$ cat src/rtl/mem_access_arbiter_pkg.sv
// Shared definitions for the two-port data-memory arbiter: FSM encoding and port ids.
package mem_access_arbiter_pkg;

  typedef enum logic [1:0] {
    ST_IDLE      = 2'd0,
    ST_ACCESS    = 2'd1,
    ST_READ_WAIT = 2'd2
  } arb_state_e;

  localparam logic PORT_CORE = 1'b0;
  localparam logic PORT_HOST = 1'b1;

endpackage

$ cat src/rtl/mem_access_arbiter_rr_pick2.sv
// Two-way round-robin chooser: on contention the port not served last wins.
module rr_pick2
  import mem_access_arbiter_pkg::*;
(
  input  logic [1:0] req,
  input  logic       last,
  output logic       sel
);

  // req[0] is the core, req[1] the host, matching the port ids
  always_comb begin
    sel = PORT_CORE;
    if (req == 2'b11) begin
      sel = ~last;
    end else if (req[1]) begin
      sel = PORT_HOST;
    end else begin
      sel = PORT_CORE;
    end
  end

endmodule

$ cat src/rtl/mem_access_arbiter.sv
// Arbitrates core and host-loader accesses onto a single data memory with a
// one-cycle registered read; one transaction in flight at a time.
module mem_access_arbiter
  import mem_access_arbiter_pkg::*;
#(
  parameter int reg_width  = 12,
  parameter int rd_latency = 1
) (
  input  logic                 clk,
  input  logic                 reset,
  input  logic                 host_hold,
  input  logic                 c_req,
  input  logic                 c_we,
  input  logic [reg_width-1:0] c_addr,
  input  logic [reg_width-1:0] c_wdata,
  output logic                 c_gnt,
  output logic                 c_rvalid,
  output logic [reg_width-1:0] c_rdata,
  input  logic                 h_req,
  input  logic                 h_we,
  input  logic [reg_width-1:0] h_addr,
  input  logic [reg_width-1:0] h_wdata,
  output logic                 h_gnt,
  output logic                 h_rvalid,
  output logic [reg_width-1:0] h_rdata,
  output logic [reg_width-1:0] mem_address,
  output logic [reg_width-1:0] mem_data,
  output logic                 mem_wren,
  input  logic [reg_width-1:0] mem_q,
  output logic                 busy,
  output logic                 owner
);

  if (rd_latency != 1) begin : g_bad_latency
    $error("mem_access_arbiter supports rd_latency == 1 only");
  end

  arb_state_e           state_q, state_d;
  logic                 owner_q, owner_d;
  logic                 rr_ptr_q, rr_ptr_d;
  logic [reg_width-1:0] addr_q, addr_d;
  logic [reg_width-1:0] wdata_q, wdata_d;
  logic                 we_q, we_d;
  logic                 mem_wren_q, mem_wren_d;
  logic                 c_gnt_q, c_gnt_d;
  logic                 h_gnt_q, h_gnt_d;
  logic                 c_rvalid_q, c_rvalid_d;
  logic                 h_rvalid_q, h_rvalid_d;
  logic [reg_width-1:0] c_rdata_q, c_rdata_d;
  logic [reg_width-1:0] h_rdata_q, h_rdata_d;

  logic [1:0] eligible_s;
  logic       sel_s;

  assign eligible_s = {h_req, c_req & ~host_hold};

  // rr_ptr_q names the port with priority; the picker wants the last-served one
  rr_pick2 u_rr_pick2 (
    .req  (eligible_s),
    .last (~rr_ptr_q),
    .sel  (sel_s)
  );

  always_comb begin
    state_d    = state_q;
    owner_d    = owner_q;
    rr_ptr_d   = rr_ptr_q;
    addr_d     = addr_q;
    wdata_d    = wdata_q;
    we_d       = we_q;
    mem_wren_d = 1'b0;
    c_gnt_d    = 1'b0;
    h_gnt_d    = 1'b0;
    c_rvalid_d = 1'b0;
    h_rvalid_d = 1'b0;
    c_rdata_d  = c_rdata_q;
    h_rdata_d  = h_rdata_q;
    case (state_q)
      ST_IDLE: begin
        if (|eligible_s) begin
          state_d  = ST_ACCESS;
          owner_d  = sel_s;
          rr_ptr_d = ~sel_s;
          if (sel_s == PORT_HOST) begin
            addr_d     = h_addr;
            wdata_d    = h_wdata;
            we_d       = h_we;
            mem_wren_d = h_we;
            h_gnt_d    = 1'b1;
          end else begin
            addr_d     = c_addr;
            wdata_d    = c_wdata;
            we_d       = c_we;
            mem_wren_d = c_we;
            c_gnt_d    = 1'b1;
          end
        end else begin
          state_d = ST_IDLE;
        end
      end
      ST_ACCESS: begin
        if (we_q) begin
          state_d = ST_IDLE;
        end else begin
          state_d = ST_READ_WAIT;
        end
      end
      ST_READ_WAIT: begin
        state_d = ST_IDLE;
        if (owner_q == PORT_HOST) begin
          h_rdata_d  = mem_q;
          h_rvalid_d = 1'b1;
        end else begin
          c_rdata_d  = mem_q;
          c_rvalid_d = 1'b1;
        end
      end
      default: begin
        state_d = ST_IDLE;
      end
    endcase
  end

  always_ff @(posedge clk or negedge reset) begin
    if (!reset) begin
      state_q    <= ST_IDLE;
      owner_q    <= PORT_CORE;
      rr_ptr_q   <= PORT_CORE;
      addr_q     <= '0;
      wdata_q    <= '0;
      we_q       <= 1'b0;
      mem_wren_q <= 1'b0;
      c_gnt_q    <= 1'b0;
      h_gnt_q    <= 1'b0;
      c_rvalid_q <= 1'b0;
      h_rvalid_q <= 1'b0;
      c_rdata_q  <= '0;
      h_rdata_q  <= '0;
    end else begin
      state_q    <= state_d;
      owner_q    <= owner_d;
      rr_ptr_q   <= rr_ptr_d;
      addr_q     <= addr_d;
      wdata_q    <= wdata_d;
      we_q       <= we_d;
      mem_wren_q <= mem_wren_d;
      c_gnt_q    <= c_gnt_d;
      h_gnt_q    <= h_gnt_d;
      c_rvalid_q <= c_rvalid_d;
      h_rvalid_q <= h_rvalid_d;
      c_rdata_q  <= c_rdata_d;
      h_rdata_q  <= h_rdata_d;
    end
  end

  assign busy        = (state_q != ST_IDLE);
  assign owner       = owner_q;
  assign mem_address = addr_q;
  assign mem_data    = wdata_q;
  assign mem_wren    = mem_wren_q;
  assign c_gnt       = c_gnt_q;
  assign h_gnt       = h_gnt_q;
  assign c_rvalid    = c_rvalid_q;
  assign h_rvalid    = h_rvalid_q;
  assign c_rdata     = c_rdata_q;
  assign h_rdata     = h_rdata_q;

endmodule

$ cat config.mk
export PLATFORM = sky130hd
export DESIGN_NAME = mem_access_arbiter
export DESIGN_NICKNAME = d
export VERILOG_FILES = /design/src/rtl/mem_access_arbiter_pkg.sv /design/src/rtl/mem_access_arbiter_rr_pick2.sv /design/src/rtl/mem_access_arbiter.sv
export SDC_FILE = /design/constraint.sdc
export NUM_CORES = 1
export LEC_CHECK = 0
export BUFFER_PORTS_ARGS = -buffer_cell sky130_fd_sc_hd__buf_2
export CAP_MARGIN = 10
export CORE_ASPECT_RATIO = 1.25
export CORE_UTILIZATION = 48
export DETAILED_ROUTE_END_ITERATION = 10
export PLACE_DENSITY = 0.86
export RECOVER_POWER = 50
export SKIP_CTS_REPAIR_TIMING = 1
export SYNTH_ARGS = -nofsm -noshare
export SYNTH_HDL_FRONTEND = slang
export SYNTH_SLANG_ARGS = --single-unit
$ cat constraint.sdc
create_clock -name clk -period 2.3 [get_ports clk]
set_input_delay 0.115 -clock clk [delete_from_list [all_inputs] [get_ports clk]]
set_output_delay 0.115 -clock clk [all_outputs]
set_load 0.01 [all_outputs]
### Word level (Yosys, flattened, before mapping)

Index checks and enable logic that the tools add are counted.

| storage, ports and cells | value |
|---|---|
| output and inout port bits | 55 |
| register bits after elaboration | 58 |
| logic and storage cells | 46 |

| operators by class | value |
|---|---|
| multiplexer cells | 20 |
| equal/unequal tests | 3 |
| reductions and logical operators | 6 |
| bitwise gates (word level) | 4 |

Operators by type and width:

| cell | count |
|---|---|
| 12-bit 2-to-1 mux | 2 |
| 1-bit 2-to-1 mux | 16 |
| 2-bit AND reduction | 3 |
| 2-bit equality test (second input constant) | 2 |
| 2-bit case mux with 2 select lines | 1 |
| 1-bit inverter | 3 |
| 2-bit by 1-bit equality test with 1-bit output (second input constant) | 1 |
| 2-bit zero test | 1 |
| 2-bit 2-to-1 mux | 1 |
| 2-bit nonzero test | 1 |
| 2-bit OR reduction | 1 |
| 1-bit bitwise AND | 1 |

### Longest topological paths before layout

Gate-level depths: netlist of the first run.

| depth | value |
|---|---|
| depth after elaboration | 7 |
| mapped depth | 5 |

### Modules after synthesis

From an unflattened synthesis of the first run, not the netlist that was laid out.

| second synthesis, totals | value |
|---|---|
| cells, all modules | 156 |
| area total of the unflattened synthesis | 2521.2 µm² |

Modules (own cells, without submodules):

| module | cells each | area each (µm²) | instances |
|---|---|---|---|
| mem_access_arbiter | 155 | 2509.9 | 1 |
| rr_pick2 | 1 | 11.3 | 1 |

### Least setup slack after synthesis of the first run

OpenSTA, ideal clock, no wires.

| timing | value |
|---|---|
| kind | reg2reg |
| start | register state_q[0] |
| end | register c_rdata_q[0], in the netlist c_rdata[0] |
| library setup time | 0.125 ns |
| data arrival time | 1.257 ns |
| cell stages (with the launch flop) | 4 |
| data required time | 2.175 ns |
| slack | 0.918 ns |
| path through | dfrtp_1 > nor3b_2 > buf_4 > mux2_2 |

| on the way | value |
|---|---|
| cells in the longest elaborated chain, start to end | 2 |

Ends and longest elaborated chain:

| item | line | source |
|---|---|---|
| from (decl) | mem_access_arbiter.sv:38 | `arb_state_e state_q, state_d;` |
| from (signal assigned) | mem_access_arbiter.sv:140 | `state_q <= state_d;` |
| 2-bit equality test | mem_access_arbiter.sv:78 | `case (state_q)` |
| 2-bit AND reduction (no source line) | n/a |  |
| to (signal assigned) | mem_access_arbiter.sv:151 | `c_rdata_q <= c_rdata_d;` |
| to (decl) | mem_access_arbiter.sv:49 | `logic [reg_width-1:0] c_rdata_q, c_rdata_d;` |

No other way between the ends.
A chain may end at the register's enable or synchronous reset.

### Worst setup path in the final report of the first run

| timing | value |
|---|---|
| start | register state_q[0] |
| end | register h_rdata_q[4], in the netlist h_rdata[4] |

| on the way | value |
|---|---|
| cells in the longest elaborated chain, start to end | 2 |

Ends and longest elaborated chain:

| item | line | source |
|---|---|---|
| 2-bit equality test | mem_access_arbiter.sv:78 |  |
| 2-bit AND reduction (no source line) | n/a |  |
| to (signal assigned) | mem_access_arbiter.sv:152 | `h_rdata_q <= h_rdata_d;` |
| to (decl) | mem_access_arbiter.sv:50 | `logic [reg_width-1:0] h_rdata_q, h_rdata_d;` |

No other way between the ends.

==> results by stage, run 1 <==
Run status:
- The flow ran to the end, but the final reports show violations.
- The final reports fail on max-capacitance violations, max-slew violations.

Timing:
- Setup repair after global routing left no endpoint under its margin.
- Measured against its own limit, the worst slew margin works out to -0.0560%.
- The slew of the pin with the lowest slew margin is 1500 ps.
- In the finished design, the share of the clock period the worst path needs comes to 71.0%.
- The final period demand of the worst path is ~1600 ps.
- The final count of negative-setup-slack endpoints is 0.
- The count of final max-slew check failures is 27.
- The final number of hold-violating endpoints is 0.
- The clock arrives with 4.59 ps of skew.
- The final setup slack of the worst path is 666 ps.
- The achievable clock frequency is 612 MHz.
- The worst hold slack after final layout is 7.87 ps.
- In the final timing run, aggregate negative setup slack is 0 ps.

Detailed routing:
- For this block, the initial DRC count from the detailed router was 71.
- The routed wire length is 5440 um.
- For this run, design rule violations remaining after detail routing come to 0.
- The number of iterations in the first detailed-routing pass is 4.
- The via density per instance is 5.34.
- The via count is 1860.
- The number of nets with antenna violations after routing is 0.
- After detailed routing, the average wire length per cell comes to 15.6 um.

Clock network:
- TritonCTS built the clock tree.
- CTS saw 58 sinks.
- The register clock-pin slew on the reported worst setup and hold paths is 60 ps.
- The number of buffers on the longest clock path is 2.
- The cell chosen for the clock root is clkbuf_8.
- The TritonCTS buffer count is 9.
- At the later pin of the worst-skew pair, clock insertion delay measures ~330 ps.
- The H-tree was split into 3 levels.

Hold path:
- The worst hold-check path type is input port to flop.

Setup path:
- The endpoint kind of the worst setup timing path is a flop.
- Data on the critical path is required at its endpoint by about 2500 ps.
- STA classifies the critical path startpoint as a flop.
- Along the worst path, the maximum fanout reaches 13.
- The signal arrival time at the worst endpoint is 1850 ps.
- The category of the most critical setup path is flop to flop.

Floorplan:
- The width of the die is 64.3 um.
- roughly 120 I/O pins were placed.
- The die is 79.9 um tall.
- The core region area is 0.00469 mm^2.
- The initial utilization of the core area, before any placement, comes to 49.7%.
- After floorplanning, the core was divided into 28 placement rows.
- The floorplan step defined a die boundary enclosing slightly above 0.005 mm^2.

Final layout:
- From synthesis to final layout, the design area changed by 32.2%.
- Of the cells placed in the final design, the portion with a size suffix greater than 1 is 37.5%.
- The fill cell total of the finished layout is 405.
- The top cell types in the final layout, fill and taps aside, are buf_2 (67), dfrtp_1 (58), clkbuf_1 (56).
- The non-filler instance count after layout is 348.
- Once layout is done, the placed cells without fillers occupy 0.00308 mm^2.
- The total inserted antenna cells is 0.
- Once layout is complete, the utilization of the core stands at 65.7%.
- The net count of the finished layout is 353.
- Leaving out fill and tap cells, the most frequent cell in the layout is buf_2.

GRT:
- The overall overflow remaining after global route is 0.
- Entering global routing, the biggest net connects 32 pins.
- The first global-routing pass estimated around 8400 um of wire.
- Global routing consumed, over all layers together, 22.2% of the routing resources.
- The via count of the first global-routing pass was 1842.
- The initial antenna violation count is 0.

Yosys:
- The summed instance area of the synthesized netlist is 0.00233 mm^2.
- The number of distinct library cells after synthesis is 21.
- After technology mapping, the gate count stands at 160.
- The share of synthesized area in the top cell type comes to 62.2%.
- Yosys attributes the largest share of cell area to dfrtp_1 (62%), a221o_1 (11%), mux2_2 (11%).
- The post-synthesis cell type with the largest combined area is dfrtp_1.
- The synthesized design contains 58 register bits.
- Counting every net in the synthesized netlist gives about 230.
- For this run, the register share of the synthesized area comes to 62.2%.
- Each instance of the synthesized netlist takes up on average 14.6 um^2.
- The number of warnings reported in the yosys synthesis log is 0.

Placed design:
- The post-placement setup slack is 646 ps.
- The standard cell area after detailed placement is 0.00298 mm^2.
- The count of input and output buffers is 121.
- The number of placed instances, taps included is 334.
- The half-perimeter wire length after placement is 3890 um.
- The congestion estimate from routability-driven global placement came to roughly 0.73.

Pwr:
- The power density relative to cell area is 1350 mW/mm^2.
- The net switching share of the total power is a little over a third.
- The design draws approximately 4.2 mW.
- Sequential cells account for 43.3% of the total power.
- The switching power total is 1.46 mW.
- Internal power comes to 2.69 mW.
- The total leakage power is approximately 1.6 nW.
- In this run, the clock network consumes roughly a fifth of the power.
- The largest vdd supply drop is 0.000763 V.
- The logic gate share of total power is 37.9%.

Job:
- The number of max-cap violations is 1.
==> critical path: stages (launching register included) <==
cell,delay (ps)
dfrtp_1,450
nand3b_1,590
mux2_2,470
==> logic make-up after synthesis <==
family	Yosys count	share of synthesized area, %
and+or+nand+nor	33	9.87
DFF	58	62.2
buffers and inverters	15	3.81
muxes	24	11.6
AOI/OAI and AO/OA	30	12.5
==> cell usage after synthesis <==
cell       n
buf_6      3
nor2b_1    1
o21ai_2    1
and2_1     1
nor4b_4    1
a221o_1   25
clkbuf_1   2
nand2_1    1
nor3b_2    1
o311a_1    1
inv_1      4
nor3b_1    1
a21o_1     3
dfrtp_1   58
nand3b_1   1
and3_1    25
buf_4      1
mux2_1     2
buf_2      5
mux2_2    22
nor2_2     1
==> area by class of cell <==
type / instances / area [um^2] / share of cell area [%]
clock buffers: 13 / 159 / 5.15
multi-input cells: 87 / 792 / 25.7
flip-flops and latches: 58 / 1450 / 47.1
inverters: 4 / 15.0 / 0.487
repair buffers: 126 / 591 / 19.2
well taps: 60 / 75.1 / 2.44
==> power by group through the flow <==
| stage | Sequential (mW) | Combinational (mW) | Clock, mW |
|---|---|---|---|
| after floorplan | 1.99 | 0.815 | 0 |
| after global placement | 1.78 | 1.64 | 0 |
| after detailed placement | 1.79 | 1.72 | 0 |
| after CTS | 1.79 | 1.71 | 0.789 |
| after global routing | 1.86 | 1.71 | 0.837 |
| final | 1.80 | 1.57 | 0.779 |
==> layer usage <==
layer  vias to the layer above  share of wire, %  GRT usage (%)
li1                        861                 -              -
met1                       886                40           25.0
met2                       100                50           38.0
met3                        13               7.1           4.57
met4                         0               2.7           13.8
met5                         -                 0              0
==> sequential cells by signal, summed over array words and instances, names as in the netlist <==
| register | flops |
|---|---|
| h_rdata | 12 |
| state_q | 2 |
| mem_wren | 1 |
| mem_data | 12 |
| rr_ptr_q | 1 |
| h_rvalid | 1 |
| h_gnt | 1 |
| owner | 1 |
| c_gnt | 1 |
| c_rvalid | 1 |
| we_q | 1 |
| mem_address | 12 |
| c_rdata | 12 |
==> worst paths after layout <==
path                                  start             end  slack [ps]  cells after the start
worst max-delay path             state_q[0]      h_rdata[4]         670                      2
worst min-delay path            h_wdata[10]    mem_data[10]           8                      2
worst max register to register   state_q[0]      h_rdata[4]         670                      2
worst min register to register         we_q      state_q[1]         440                      1
max in group asynchronous             reset  mem_address[7]         740                      2
min in group asynchronous             reset      h_rdata[8]         680                      2
(Power assumes the default switching activity.)
==> run 2, diff against run 1 <==
- CORE_UTILIZATION: 48 -> 40
- PLACE_DENSITY: 0.86 -> 0.77
- clock period: 2.3 -> 1.5 ns (I/O delays scaled with it)
==> run 2 against run 1 <==
  * Hold slack worse by 11 ps
  * Cell area is 14% higher
  * Largest power group unchanged
  * Largest cell class unchanged
  * The run ends with negative hold slack left
  * Power is 60% higher
  * Critical path type unchanged
==> results by stage, run 2 (synthesis results as in run 1) <==
Final layout:
- The total inserted antenna cells came to 0 (unchanged).
- The share of the core filled with cells is 63.9% (-1.7 points).
- Leaving out fill and tap cells, the most frequent cells in the layout are buf_2 (95), dfrtp_1 (58), dlygate4sd3_1 (34).
- The net count of the finished layout is 392 (+11%).
- The library cell used most frequently in the layout, excluding fill and tap cells, is buf_2.
- The relative area change from synthesis to final layout is 51.3%.
- The fraction of final layout cells sized beyond drive strength 1 was 43.6% (+6.1 points).
- The non-filler instance count after layout is 394 (+13%).
- The finished layout cell area is 0.00353 mm^2 (+14%).

Placed design:
- The post-placement setup slack came to 121 ps (-526 ps).
- The half-perimeter wire length after placement is 3630 um (-6.5%).
- The standard cell area after detailed placement is 0.00307 mm^2 (+2.9%).
- The count of input and output buffers is 121 (unchanged).
- The routability-driven placement congestion ratio came to 0.728 (-0.80%).
- The number of placed instances, taps included was 344 (+3.0%).

Floorplan:
- The number of top-level design ports is 122 (unchanged).
- The overall die height is 87.4 um (+9.3%).
- The core region area is 0.00552 mm^2 (+18%).
- The cell row count was 30 (+7.1%).
- The area of the die is 0.00614 mm^2 (+19%).
- The initial core utilization is 42.3% (-7.4 points).
- The width of the die is 70.3 um (+9.2%).

Pwr:
- The total power consumption of the routed design is 6.63 mW (+60%).
- The largest vdd supply drop is 0.00102 V (+34%).
- The power density relative to cell area is 1880 mW/mm^2 (+39%).
- The total leakage power is 1.83 nW (+17%).

Timing:
- The achievable clock frequency was 731 MHz (+19%).
- The worst relative slew slack came to 49.5% (+50 points).
- The final setup slack of the worst path was 133 ps (-533 ps).
- The count of final max-slew check failures came to 0 (-100%).
- The final-layout setup total negative slack is 0 ps (unchanged).
- The clock tree skew after final layout is 5.80 ps (+1.21 ps).
- The final period demand of the worst path is 1370 ps (-267 ps).
- The share of the clock period used by the worst path after layout came to 91.2% (+20 points).
- The slew of the pin with the lowest slew margin is 758 ps (-743 ps).
- The final number of hold-violating endpoints is 1 (+1).
- Setup repair after global routing left no endpoint under its margin.
- The final count of negative-setup-slack endpoints is 0 (unchanged).
- The worst hold slack after final layout is -3.30 ps (-11.2 ps).

Detailed routing:
- The via count was 1995 (+7.3%).
- The routed wire length was 5790 um (+6.3%).
- The number of nets with antenna violations after routing is 0 (unchanged).
- The number of design rule violations left after detail routing is 0 (unchanged).
- The average wire per standard cell is 14.7 um (-6.1%).
- The via density per instance is 5.06 (-5.3%).
- The number of iterations in the first detailed-routing pass was 4 (unchanged).
- The number of violations reported at the end of detailed-routing iteration 0 came to 51 (-28%).

Clock network:
- The clock latency of the later-clocked register in the worst-skew pair came to 320 ps (about the same).
- The CTS tree is yes.
- The cell chosen for the clock root is clkbuf_8.
- The TritonCTS buffer count is 9 (unchanged).
- The H-tree depth is 3 (unchanged).
- The number of clock sinks is 58 (unchanged).
- The register clock-pin slew on the reported worst setup and hold paths came to 60 ps (about the same).
- The number of buffers on the longest clock path was 2 (unchanged).

Setup path:
- The slowest stage of the critical path belongs to the cell dfrtp_1.
- In this run the critical register-to-register path is launched from state_q[1].
- The endpoint required time on the critical path was 1700 ps (-810 ps).
- The startpoint type of the worst setup path is a flop.
- The cell depth of the worst setup path is 3 (+1).
- The depth of the most critical reg-to-reg path is 3 (+1).
- STA classifies the critical path endpoint as a flop.
- By startpoint and endpoint, the worst setup path is classified as flop to flop.
- The number of buffer and inverter stages on the critical path came to 1 (+1).
- The flop-to-flop setup slack is 130 ps (-530 ps).
- The signal arrival time at the worst endpoint was 1570 ps (-280 ps).
- The endpoint of the worst register-to-register path is c_rdata[9].
- The biggest cell delay along the critical path is 460 ps (-130 ps).
- The kind of cell adding the most delay to the critical path is flip-flops.
- The maximum fanout encountered on the critical timing path came to 13 (unchanged).
- The signal on the critical path passes through nor3b_2 -> buf_12 -> mux2_2.

GRT:
- The total track usage is 17.3% (-4.9 points).
- The maximum number of pins on one net before global-route repair is 59 (+84%).
- The wire length of the first global-routing pass is 8030 um (-3.9%).
- The initial antenna violation count was 0 (unchanged).
- The via count of the first global-routing pass is 1723 (-6.5%).
- The overall overflow remaining after global route is 0 (unchanged).

Run status:
- The run finished, with violations left.
- The final reports fail on negative hold slack.

Hold path:
- The hold-critical path depth is 2 (unchanged).
- The min-delay analysis places its worst path in the category input port to flop.
- In this run the most critical hold path is launched from h_addr[2].
- The endpoint with the worst hold slack is mem_address[2].

Job:
- The number of max-cap violations is 0 (-1).
==> run 2: power breakdown <==
part	total [mW]	internal, mW	switching, mW
clock network	1.19	0.637	0.554
logic	2.69	1.41	1.28
registers	2.75	2.32	0.431
==> run 2: layout make-up <==
cell class	count	area [um^2]
multi-input combinational	87	792
sequential	58	1450
timing repair buffer	165	1030
fill	421	1990
inverter	4	15.0
clock buffer	13	149
clock inverter	3	15.0
tap	64	80.1
==> run 2: how the worst max path moves through the flow <==
stage / start / to
5_1_grt: state_q[1] / we_q
2_1_floorplan: state_q[0] / c_rdata[0]
3_5_place_dp: state_q[1] / mem_address[3]
3_3_place_gp: state_q[0] / c_rdata[8]
6_report: state_q[1] / c_rdata[9]
4_1_cts: state_q[1] / c_rdata[9]
==> run 2: per-layer routing <==
layer	vias up	part of all wire, %	GRT usage, %
li1	944	-	-
met1	918	43	20.8
met2	123	46	28.4
met3	10	8.6	4.17
met4	0	2.0	9.82
met5	-	0	0
